==> src/rtl/memwb_arbiter_pkg.sv <==
// Shared state encoding and Wishbone widths for the NOR-memory port arbiter.
package memwb_arbiter_pkg;

    localparam int unsigned WB_AW = 26;
    localparam int unsigned WB_DW = 16;

    typedef enum logic [1:0] {
        ST_IDLE  = 2'd0,
        ST_BUSY  = 2'd1,
        ST_DRAIN = 2'd2
    } arb_state_e;

endpackage

==> src/rtl/memwb_arbiter_rr_arbiter.sv <==
// Combinational round-robin pick: first requester at or above ptr, with wrap.
module rr_arbiter #(
    parameter int unsigned N  = 2,
    parameter int unsigned PW = 1
) (
    input  logic [N-1:0]  req,
    input  logic [PW-1:0] ptr,
    output logic [N-1:0]  gnt
);

    logic        found;
    int unsigned idx;

    always_comb begin
        gnt   = '0;
        found = 1'b0;
        idx   = 0;
        for (int unsigned i = 0; i < N; i++) begin
            idx = 32'(ptr) + i;
            if (idx >= N) idx = idx - N;
            for (int unsigned j = 0; j < N; j++) begin
                if (!found && (j == idx) && req[j]) begin
                    gnt[j] = 1'b1;
                    found  = 1'b1;
                end
            end
        end
    end

endmodule

==> src/rtl/memwb_arbiter.sv <==
// Round-robin arbiter sharing the nor_bus memwb slave port between NMASTERS masters.
// Optional watchdog enabled by defining MEMWB_ARB_TIMEOUT_EN.
module memwb_arbiter
    import memwb_arbiter_pkg::*;
#(
    parameter int unsigned NMASTERS       = 2,
    parameter int unsigned AW             = WB_AW,
    parameter int unsigned DW             = WB_DW,
    parameter int unsigned MAX_OUTST      = 4,
    parameter int unsigned TIMEOUT_CYCLES = 4096
) (
    input  logic                   sys_clk_i,
    input  logic                   sys_rst_i,
    input  logic [NMASTERS-1:0]    m_cyc_i,
    input  logic [NMASTERS-1:0]    m_stb_i,
    input  logic [NMASTERS-1:0]    m_we_i,
    input  logic [NMASTERS*AW-1:0] m_adr_i,
    input  logic [NMASTERS*DW-1:0] m_dat_i,
    output logic [NMASTERS-1:0]    m_ack_o,
    output logic [NMASTERS-1:0]    m_err_o,
    output logic [NMASTERS-1:0]    m_stall_o,
    output logic [DW-1:0]          m_dat_o,
    output logic                   s_cyc_o,
    output logic                   s_stb_o,
    output logic                   s_we_o,
    output logic [AW-1:0]          s_adr_o,
    output logic [DW-1:0]          s_dat_o,
    input  logic                   s_ack_i,
    input  logic                   s_err_i,
    input  logic                   s_stall_i,
    input  logic [DW-1:0]          s_dat_i,
    output logic [NMASTERS-1:0]    grant_o,
    output logic                   timeout_o
);

    localparam int unsigned PW = (NMASTERS > 1) ? $clog2(NMASTERS) : 1;
    localparam int unsigned CW = $clog2(MAX_OUTST) + 1;

    if (NMASTERS < 2 || NMASTERS > 4) begin : g_bad_nmasters
        $error("NMASTERS must be 2..4");
    end
    if ((MAX_OUTST & (MAX_OUTST - 1)) != 0 || MAX_OUTST == 0) begin : g_bad_outst
        $error("MAX_OUTST must be a power of two");
    end
    if (TIMEOUT_CYCLES < 2) begin : g_bad_timeout
        $error("TIMEOUT_CYCLES must be at least 2");
    end

    arb_state_e          state, state_nxt;
    logic [NMASTERS-1:0] grant_q, pick;
    logic [PW-1:0]       ptr_q, ptr_adv, g_idx;
    logic [CW-1:0]       cnt_q, cnt_nxt;
    logic                g_cyc, g_stb, g_we;
    logic [AW-1:0]       g_adr;
    logic [DW-1:0]       g_dat;
    logic                full, cnt_nz, inc, dec, timeout_hit;

    rr_arbiter #(.N(NMASTERS), .PW(PW)) u_rr (
        .req (m_cyc_i),
        .ptr (ptr_q),
        .gnt (pick)
    );

    // Signals of the current owner
    always_comb begin
        g_cyc = 1'b0;
        g_stb = 1'b0;
        g_we  = 1'b0;
        g_adr = '0;
        g_dat = '0;
        g_idx = '0;
        for (int unsigned k = 0; k < NMASTERS; k++) begin
            if (grant_q[k]) begin
                g_cyc = m_cyc_i[k];
                g_stb = m_stb_i[k];
                g_we  = m_we_i[k];
                g_adr = m_adr_i[k*AW +: AW];
                g_dat = m_dat_i[k*DW +: DW];
                g_idx = PW'(k);
            end
        end
    end

    assign ptr_adv = (g_idx == PW'(NMASTERS - 1)) ? '0 : g_idx + PW'(1);
    assign full    = (cnt_q == CW'(MAX_OUTST));
    assign cnt_nz  = (cnt_q != '0);
    assign inc     = s_stb_o & ~s_stall_i;
    assign dec     = (s_ack_i | s_err_i) & cnt_nz;

`ifdef MEMWB_ARB_TIMEOUT_EN
    localparam int unsigned WW = $clog2(TIMEOUT_CYCLES + 1);
    logic [WW-1:0] wd_q;
    logic          wd_run;

    assign wd_run      = (state != ST_IDLE) && cnt_nz && !(s_ack_i || s_err_i);
    assign timeout_hit = (wd_q == WW'(TIMEOUT_CYCLES));

    always_ff @(posedge sys_clk_i) begin
        if (sys_rst_i || !wd_run || timeout_hit) wd_q <= '0;
        else                                     wd_q <= wd_q + WW'(1);
    end
`else
    assign timeout_hit = 1'b0;
`endif

    // Outstanding-strobe counter; a timeout abandons whatever is still owed
    always_comb begin
        cnt_nxt = cnt_q;
        if (inc && !dec)      cnt_nxt = cnt_q + CW'(1);
        else if (dec && !inc) cnt_nxt = cnt_q - CW'(1);
        if (timeout_hit)      cnt_nxt = '0;
    end

    always_ff @(posedge sys_clk_i) begin
        if (sys_rst_i) state <= ST_IDLE;
        else           state <= state_nxt;
    end

    always_comb begin
        state_nxt = state;
        case (state)
            ST_IDLE:  if (|m_cyc_i) state_nxt = ST_BUSY;
            ST_BUSY:  if (!g_cyc) state_nxt = (cnt_nxt == '0) ? ST_IDLE : ST_DRAIN;
            ST_DRAIN: if (cnt_nxt == '0) state_nxt = ST_IDLE;
            default:  state_nxt = ST_IDLE;
        endcase
        if (timeout_hit) state_nxt = ST_IDLE;
    end

    always_ff @(posedge sys_clk_i) begin
        if (sys_rst_i) begin
            grant_q <= '0;
            ptr_q   <= '0;
            cnt_q   <= '0;
        end else begin
            cnt_q <= cnt_nxt;
            if (state == ST_IDLE && state_nxt == ST_BUSY) begin
                grant_q <= pick;
            end else if (state != ST_IDLE && state_nxt == ST_IDLE) begin
                grant_q <= '0;
                ptr_q   <= ptr_adv;
            end
        end
    end

    // CYC stays up while the slave still owes responses, even if the master let go
    always_comb begin
        s_cyc_o   = 1'b0;
        s_stb_o   = 1'b0;
        s_we_o    = 1'b0;
        s_adr_o   = '0;
        s_dat_o   = '0;
        m_ack_o   = '0;
        m_err_o   = '0;
        m_stall_o = '1;
        case (state)
            ST_BUSY: begin
                s_cyc_o   = g_cyc | cnt_nz;
                s_stb_o   = g_cyc & g_stb & ~full & ~timeout_hit;
                s_we_o    = g_we;
                s_adr_o   = g_adr;
                s_dat_o   = g_dat;
                m_stall_o = ~grant_q;
                if (s_stall_i || full) m_stall_o = '1;
                if (s_ack_i && cnt_nz) m_ack_o = grant_q;
                if ((s_err_i && cnt_nz) || timeout_hit) m_err_o = grant_q;
            end
            ST_DRAIN: s_cyc_o = 1'b1;
            default: ;
        endcase
    end

    assign m_dat_o   = s_dat_i;
    assign grant_o   = grant_q;
    assign timeout_o = timeout_hit;

endmodule

==> config.mk <==
export PLATFORM = sky130hd
export DESIGN_NAME = memwb_arbiter
export DESIGN_NICKNAME = d
export VERILOG_FILES = /design/src/rtl/memwb_arbiter_pkg.sv /design/src/rtl/memwb_arbiter_rr_arbiter.sv /design/src/rtl/memwb_arbiter.sv
export SDC_FILE = /design/constraint.sdc
export NUM_CORES = 1
export LEC_CHECK = 0
export BUFFER_PORTS_ARGS = -buffer_cell sky130_fd_sc_hd__buf_4
export CAP_MARGIN = 20
export CORE_AREA = 2 2 70 72
export CTS_CLUSTER_DIAMETER = 50
export DETAILED_ROUTE_END_ITERATION = 16
export DIE_AREA = 0 0 72 74
export PLACE_DENSITY = 0.78
export SETUP_SLACK_MARGIN = 0.3
export SLEW_MARGIN = 20
export SYNTH_ARGS = -nofsm -noshare
export SYNTH_HDL_FRONTEND = slang
export SYNTH_SLANG_ARGS = --single-unit
==> constraint.sdc <==
create_clock -name sys_clk_i -period 6.78 [get_ports sys_clk_i]
set_clock_uncertainty 0.05 [all_clocks]
set_input_delay 0 -clock sys_clk_i [delete_from_list [all_inputs] [get_ports sys_clk_i]]
set_output_delay 0 -clock sys_clk_i [all_outputs]
set_load 0.05 [all_outputs]
-- Word level (Yosys, flattened, before mapping)
Index checks and enable logic that the tools add are counted.
- $add $sub $neg: 6
- magnitude comparators: 2
- equal/unequal tests: 6
- muxes and demuxes: 40
- bitwise gates (word level): 10
- reductions and logical operators: 29
- operators with widths (cell ; number):
    $mux W26 ; 3
    $eq A1 B32 Y1 const A ; 2
    $logic_not A32 Y1 ; 2
    $mux W32 ; 2
    $mux W16 ; 3
    $ge A32 B2 Y1 const B ; 1
    $sub A32 B2 Y32 const B ; 1
    $mux W2 ; 12
    $mux W1 ; 16
    $logic_and A1 B1 Y1 ; 13
    $mux W3 ; 2
    $pmux W2 S3 ; 1
    $logic_not A1 Y1 ; 5
    $and A1 B1 Y1 ; 4
    $eq A2 B1 Y1 const B ; 2
    $logic_not A2 Y1 ; 2
    $reduce_bool A2 Y1 ; 2
    $add A3 B1 Y3 const B ; 1
    $eq A3 B3 Y1 const B ; 1
    $logic_not A3 Y1 ; 1
    $not A1 Y1 ; 3
    $reduce_bool A3 Y1 ; 1
    $sub A1 B2 Y3 const B ; 1
    $sub A3 B1 Y3 const B ; 1
    10 further kinds ; 11
- register bits after elaboration: 8
- input bits: 111
- output and inout port bits: 70
- logic and storage cells: 97

-- Logic depth before layout (Yosys ltp)
- depth after elaboration: 18
- gate-level depth with buffers: 9

-- By module
A second synthesis with hierarchy kept.
- cell total of the unflattened synthesis: 178
- area, all modules: 1375.1 µm²
- by module, submodules not included (module ; times used ; cells each ; area each (µm²)):
    memwb_arbiter ; 1 ; 175 ; 1356.3
    rr_arbiter ; 1 ; 3 ; 18.8

-- Least setup slack after synthesis
OpenSTA, ideal clock, no wires.
- path kind: flip-flop to flip-flop
- from: register grant_q[0] (netlist: grant_o[0])
- to: register ptr_q
- setup time: 0.070 ns
- arrival time: 2.141 ns
- path slack: 4.519 ns
- cell stages (with the launch flop): 8
- path buffers: 0
- clock period less this slack: 2.261 ns
- path through: dfxtp_1 nand3b_4 a21boi_4 nand3_4 mux2i_4 a221o_1 or2_1 a21oi_1
- cells in the longest elaborated chain, start to end: 18
- elaborated cells on any way between the ends: 24
- classes of those cells: 1 x eq/ne; 11 x mux; 4 x bitwise; 8 x reduce/logical
- ends and longest elaborated chain (item ; line ; source):
    from (decl) ; memwb_arbiter.sv:50 ; logic [NMASTERS-1:0] grant_q, pick;
    from (signal assigned) ; memwb_arbiter.sv:138 ; grant_q <= pick;
    $mux W1 (2 in series) ; memwb_arbiter.sv:73 ; if (grant_q[k]) begin
    $and A1 B1 Y1 (2 in series) ; memwb_arbiter.sv:159 ; s_stb_o = g_cyc & g_stb & ~full & ~timeout_hit;
    $mux W1 ; memwb_arbiter.sv:156 ; case (state)
    $and A1 B1 Y1 ; memwb_arbiter.sv:87 ; assign inc = s_stb_o & ~s_stall_i;
    $logic_not A1 Y1 ; memwb_arbiter.sv:110 ; else if (dec && !inc) cnt_nxt = cnt_q - CW'(1);
    $logic_and A1 B1 Y1 ; memwb_arbiter.sv:110 ;
    $mux W3 ; memwb_arbiter.sv:110 ;
    $mux W3 ; memwb_arbiter.sv:109 ; if (inc && !dec) cnt_nxt = cnt_q + CW'(1);
    $logic_not A3 Y1 ; memwb_arbiter.sv:123, memwb_arbiter.sv:124 ;
    $mux W2 (2 in series) ; memwb_arbiter.sv:123 ; ST_BUSY: if (!g_cyc) state_nxt = (cnt_nxt == '0) ? ST_IDLE : ST_DRAIN;
    $pmux W2 S3 * ; memwb_arbiter.sv:121 ; case (state)
    $eq A2 B1 Y1 ; memwb_arbiter.sv:137 ; if (state == ST_IDLE && state_nxt == ST_BUSY) begin
    $logic_and A1 B1 Y1 ; memwb_arbiter.sv:137 ;
    $not A1 Y1 (no source line) ; - ;
    $reduce_and A2 Y1 (no source line) * ; - ;
    to (signal assigned) ; memwb_arbiter.sv:141 ; ptr_q <= ptr_adv;
    to (decl) ; memwb_arbiter.sv:51 ; logic [PW-1:0] ptr_q, ptr_adv, g_idx;
Every way passes the cells marked *; elsewhere a longest branch is shown, timed or not.
A chain may end at the register's enable or synchronous reset.

-- Worst setup path after layout
- from: register state[1]
- to: output port s_adr_o[4]
- cells in the longest elaborated chain, start to end: 2
- ends and longest elaborated chain (item ; line ; source):
    from (decl) ; memwb_arbiter.sv:49 ; arb_state_e state, state_nxt;
    from (signal assigned) ; memwb_arbiter.sv:116 ; else state <= state_nxt;
    $eq A2 B1 Y1 ; memwb_arbiter.sv:156 ;
    $mux W26 ; memwb_arbiter.sv:156 ;
    to (decl) ; memwb_arbiter.sv:26 ; output logic [AW-1:0] s_adr_o,
Every way passes these cells.

==> out/summary.md <==
* Routed WL per cell: 15.25 um
* sequential share of the synthesized area: 11.59%
* setup tns final: 0 ns
* clock share of power: 8.6%
* ranking of synthesized cells by area: sky130_fd_sc_hd__a22o_1 (27%), sky130_fd_sc_hd__dfxtp_1 (12%), sky130_fd_sc_hd__buf_4 (10%)
* horizontal extent of the die: 72 um
* clk sinks: 8
* final net count: 437
* end-of-flow core utilization: 56.57%
* buffers from clock root to sink, at most: 2
* Tightest Pin Transition: 0.6791 ns
* FP Rows: 25
* Inserted Clock Buffers: 3
* worst-path fanout max: 28
* Antenna diodes: 0
* placer's final routability congestion estimate: 0.8673
* proportion of synthesized flip-flops having asynchronous set or reset: 0%
* starting utilization of the core area: 30.04%
* proportion of layout cells with a drive suffix above 1: 50.79%
* Sequential Power Share: 14.1%
* Die H: 74 um
* average vias per placed instance: 5.111
* category of the most critical setup path: reg2out
* #FFs+latches synth: 8
* EDFF count, synth: 0
* Tot GR Track Use: 18.99%
* switching part of the total power: 53.12%
* power density over the cells: 254.6 nW/um^2
* Setup crit end kind: output port
* list of most frequent post-synthesis cells: sky130_fd_sc_hd__a22o_1 (43), sky130_fd_sc_hd__buf_4 (19), sky130_fd_sc_hd__nand2_1 (14)
* via count of the first global-routing pass: 1773
* count of input and output buffers: 147
* post_cts resized: 0
* number of synthesis warnings: 0
* clock latency of the later-clocked register in the worst-skew pair: 0.23 ns
* count leader, synth: sky130_fd_sc_hd__a22o_1
* number of pins with negative max-slew slack in the final report: 0
* peak ir drop on the vdd network: 0.0001142 V
* cell chosen for the clock root: sky130_fd_sc_hd__clkbuf_8
* area fraction of the dominant cell type after synthesis: 27.26%
* Core Footprint: 4598 sq um
* Post-Place Cell Area: 2390 sq um
* post-synth cell types: 39
* final period utilization: 36.36%
* part of the total power dissipated in combinational logic: 77.3%
* RSZ-0062 raised after global routing: false
* DRT Wirelength: 5659 um
* top achievable clock speed: 0.4056 GHz
* CTS H-Tree Depth: 1
* Die Outline Area: 5328 sq um
* drt pass-1 iters: 4
* Post-CTS Setup Repair Bufs: 0
* global-route wire length before repair: 8121 um
* final critical-path required period: 2.466 ns
* netlist area before placement: 1381 sq um
* post-synthesis net count: 295
* final non-filler cell area: 2601 sq um
* remaining global-route overflow: 0
* relative max-transition margin: 54.73%
* run status: complete, no violations
* Leak: 0.001329 uW
* required time at the worst-slack endpoint: 6.73 ns
* path type of the worst min-delay path: in2reg
* CTS tree: done
* DP Wirelength: 4436 um
* Worst setup SP type: flop
* count of mapped cells out of synthesis: 177
* leading register cell type out of synthesis: sky130_fd_sc_hd__dfxtp_1
* initial antenna violation count: 0
* count of routing violations after the opening detailed-route iteration: 47
* largest net degree at the start of global routing: 44
* cell type with the largest total area after synthesis: sky130_fd_sc_hd__a22o_1
* data arrival time of the worst path: 2.42 ns
* final number of hold-violating endpoints: 0
* Filler Cells Inserted: 428
* final setup violation count: 0
* clock transition at the registers of the reported paths: 0.04 ns
* MaxCap Viol Count: 0
* layout overhead on the synthesized area: 88.31%
* switching power of the nets: 351.8 uW
* antenna-violating nets left: 0
* count of pins on the block boundary: 181
* mean cell area of the mapped netlist: 7.804 sq um
* Post-route DRC: 0
* vias after detailed routing: 1896
* internal cell power: 310.5 uW
power groups by stage:
| stage | sequential, uW | clock, uW | combinational [uW] |
|---|---|---|---|
| 6_report | 93.3 | 57.2 | 512 |
| 5_1_grt | 96.6 | 61.0 | 552 |
| 4_1_cts | 93.0 | 59.6 | 513 |
| 3_5_place_dp | 93.5 | 0 | 485 |
| 3_3_place_gp | 92.2 | 0 | 480 |
| 2_1_floorplan | 88.7 | 0 | 382 |
worst max-delay path, stage by stage (launching register included):
cell	delay, ns
sky130_fd_sc_hd__dfxtp_1	0.36
sky130_fd_sc_hd__inv_1	0.13
sky130_fd_sc_hd__ha_1	0.26
sky130_fd_sc_hd__and2_1	0.59
sky130_fd_sc_hd__buf_4	0.41
sky130_fd_sc_hd__a22o_1	0.22
sky130_fd_sc_hd__buf_4	0.21
kinds of logic after synthesis:
family                     after synthesis  synth area share, %
AOI/OAI and AO/OA                       71                41.40
buffers and inverters                   37                15.22
muxes                                    3                3.080
DFF                                      8                11.59
adders and majority gates                8                7.065
xor gates and xnor gates                 3                1.903
other                                    1               0.2715
and+or+nand+nor                         46                19.48
per-layer routing:
| layer | up-vias | part of all wire [%] | GRT usage [%] |
|---|---|---|---|
| li1 | 924 | - | - |
| met4 | 0 | 1.3 | 5.241 |
| met5 | - | 0 | 0 |
| met1 | 860 | 37 | 22.50 |
| met2 | 106 | 52 | 34.47 |
| met3 | 6 | 9.5 | 4.472 |
per-stage QoR:
step / instances / setup WS [ns] / hold WS [ns] / total power (uW)
after global placement: 351 / 4.475 / -0.04966 / 571.9
after global routing: 371 / 4.147 / 0.07833 / 710.0
after floorplan: 177 / 4.519 / 0.1171 / 470.3
after CTS: 371 / 4.314 / 0.06087 / 665.3
final: 371 / 4.315 / 0.06205 / 662.3
after detailed placement: 351 / 4.400 / -0.04966 / 578.2
flip-flops by register name (all words and copies together), names as in the netlist:
signal,cells
cnt_q,3
grant_o,2
state,2
ptr_q,1
what timing repair did:
action / 4_1_cts / 5_1_grt
hold buffers: 17 / 0
endpoints found under the setup margin: 0 / 0
hold endpoints to repair: 22 / 0
cells in the final DEF, fill, tap and decap left out, drive strengths merged, types with 2 or more instances in the layout:
cell type    instances
xnor2                3
o21ai                7
nand2               14
mux2i                3
and2                 2
nor2b                2
buf                149
a21oi                8
a22o                43
nor3                 2
dfxtp                8
and3                 2
a211o                2
o211ai               3
inv                  8
ha                   7
nor2                11
clkbuf               3
nand3                5
o21a                 2
dlygate4sd3         17
nor4b                3
layout make-up:
type | instances | area [sq um] | share of cell area [%]
Clock buffer | 3 | 41.29 | 1.587
Inverter | 8 | 30.03 | 1.154
Multi-Input combinational cell | 132 | 1013 | 38.96
Sequential cell | 8 | 160.2 | 6.157
Tap cell | 54 | 67.56 | 2.597
Timing Repair Buffer | 166 | 1289 | 49.54
path summary, 6_finish.rpt:
path | start | endpoint | slack [ns] | cells after the start
setup / recovery | state[1] | s_adr_o[4] | 4.31 | 6
setup reg to reg | cnt_q[0] | ptr_q | 4.37 | 8
hold reg to reg | ptr_q | ptr_q | 0.44 | 2
hold / removal | m_cyc_i[1] | grant_o[1] | 0.06 | 3
No activity file was read; power rests on OpenSTA's default activity.
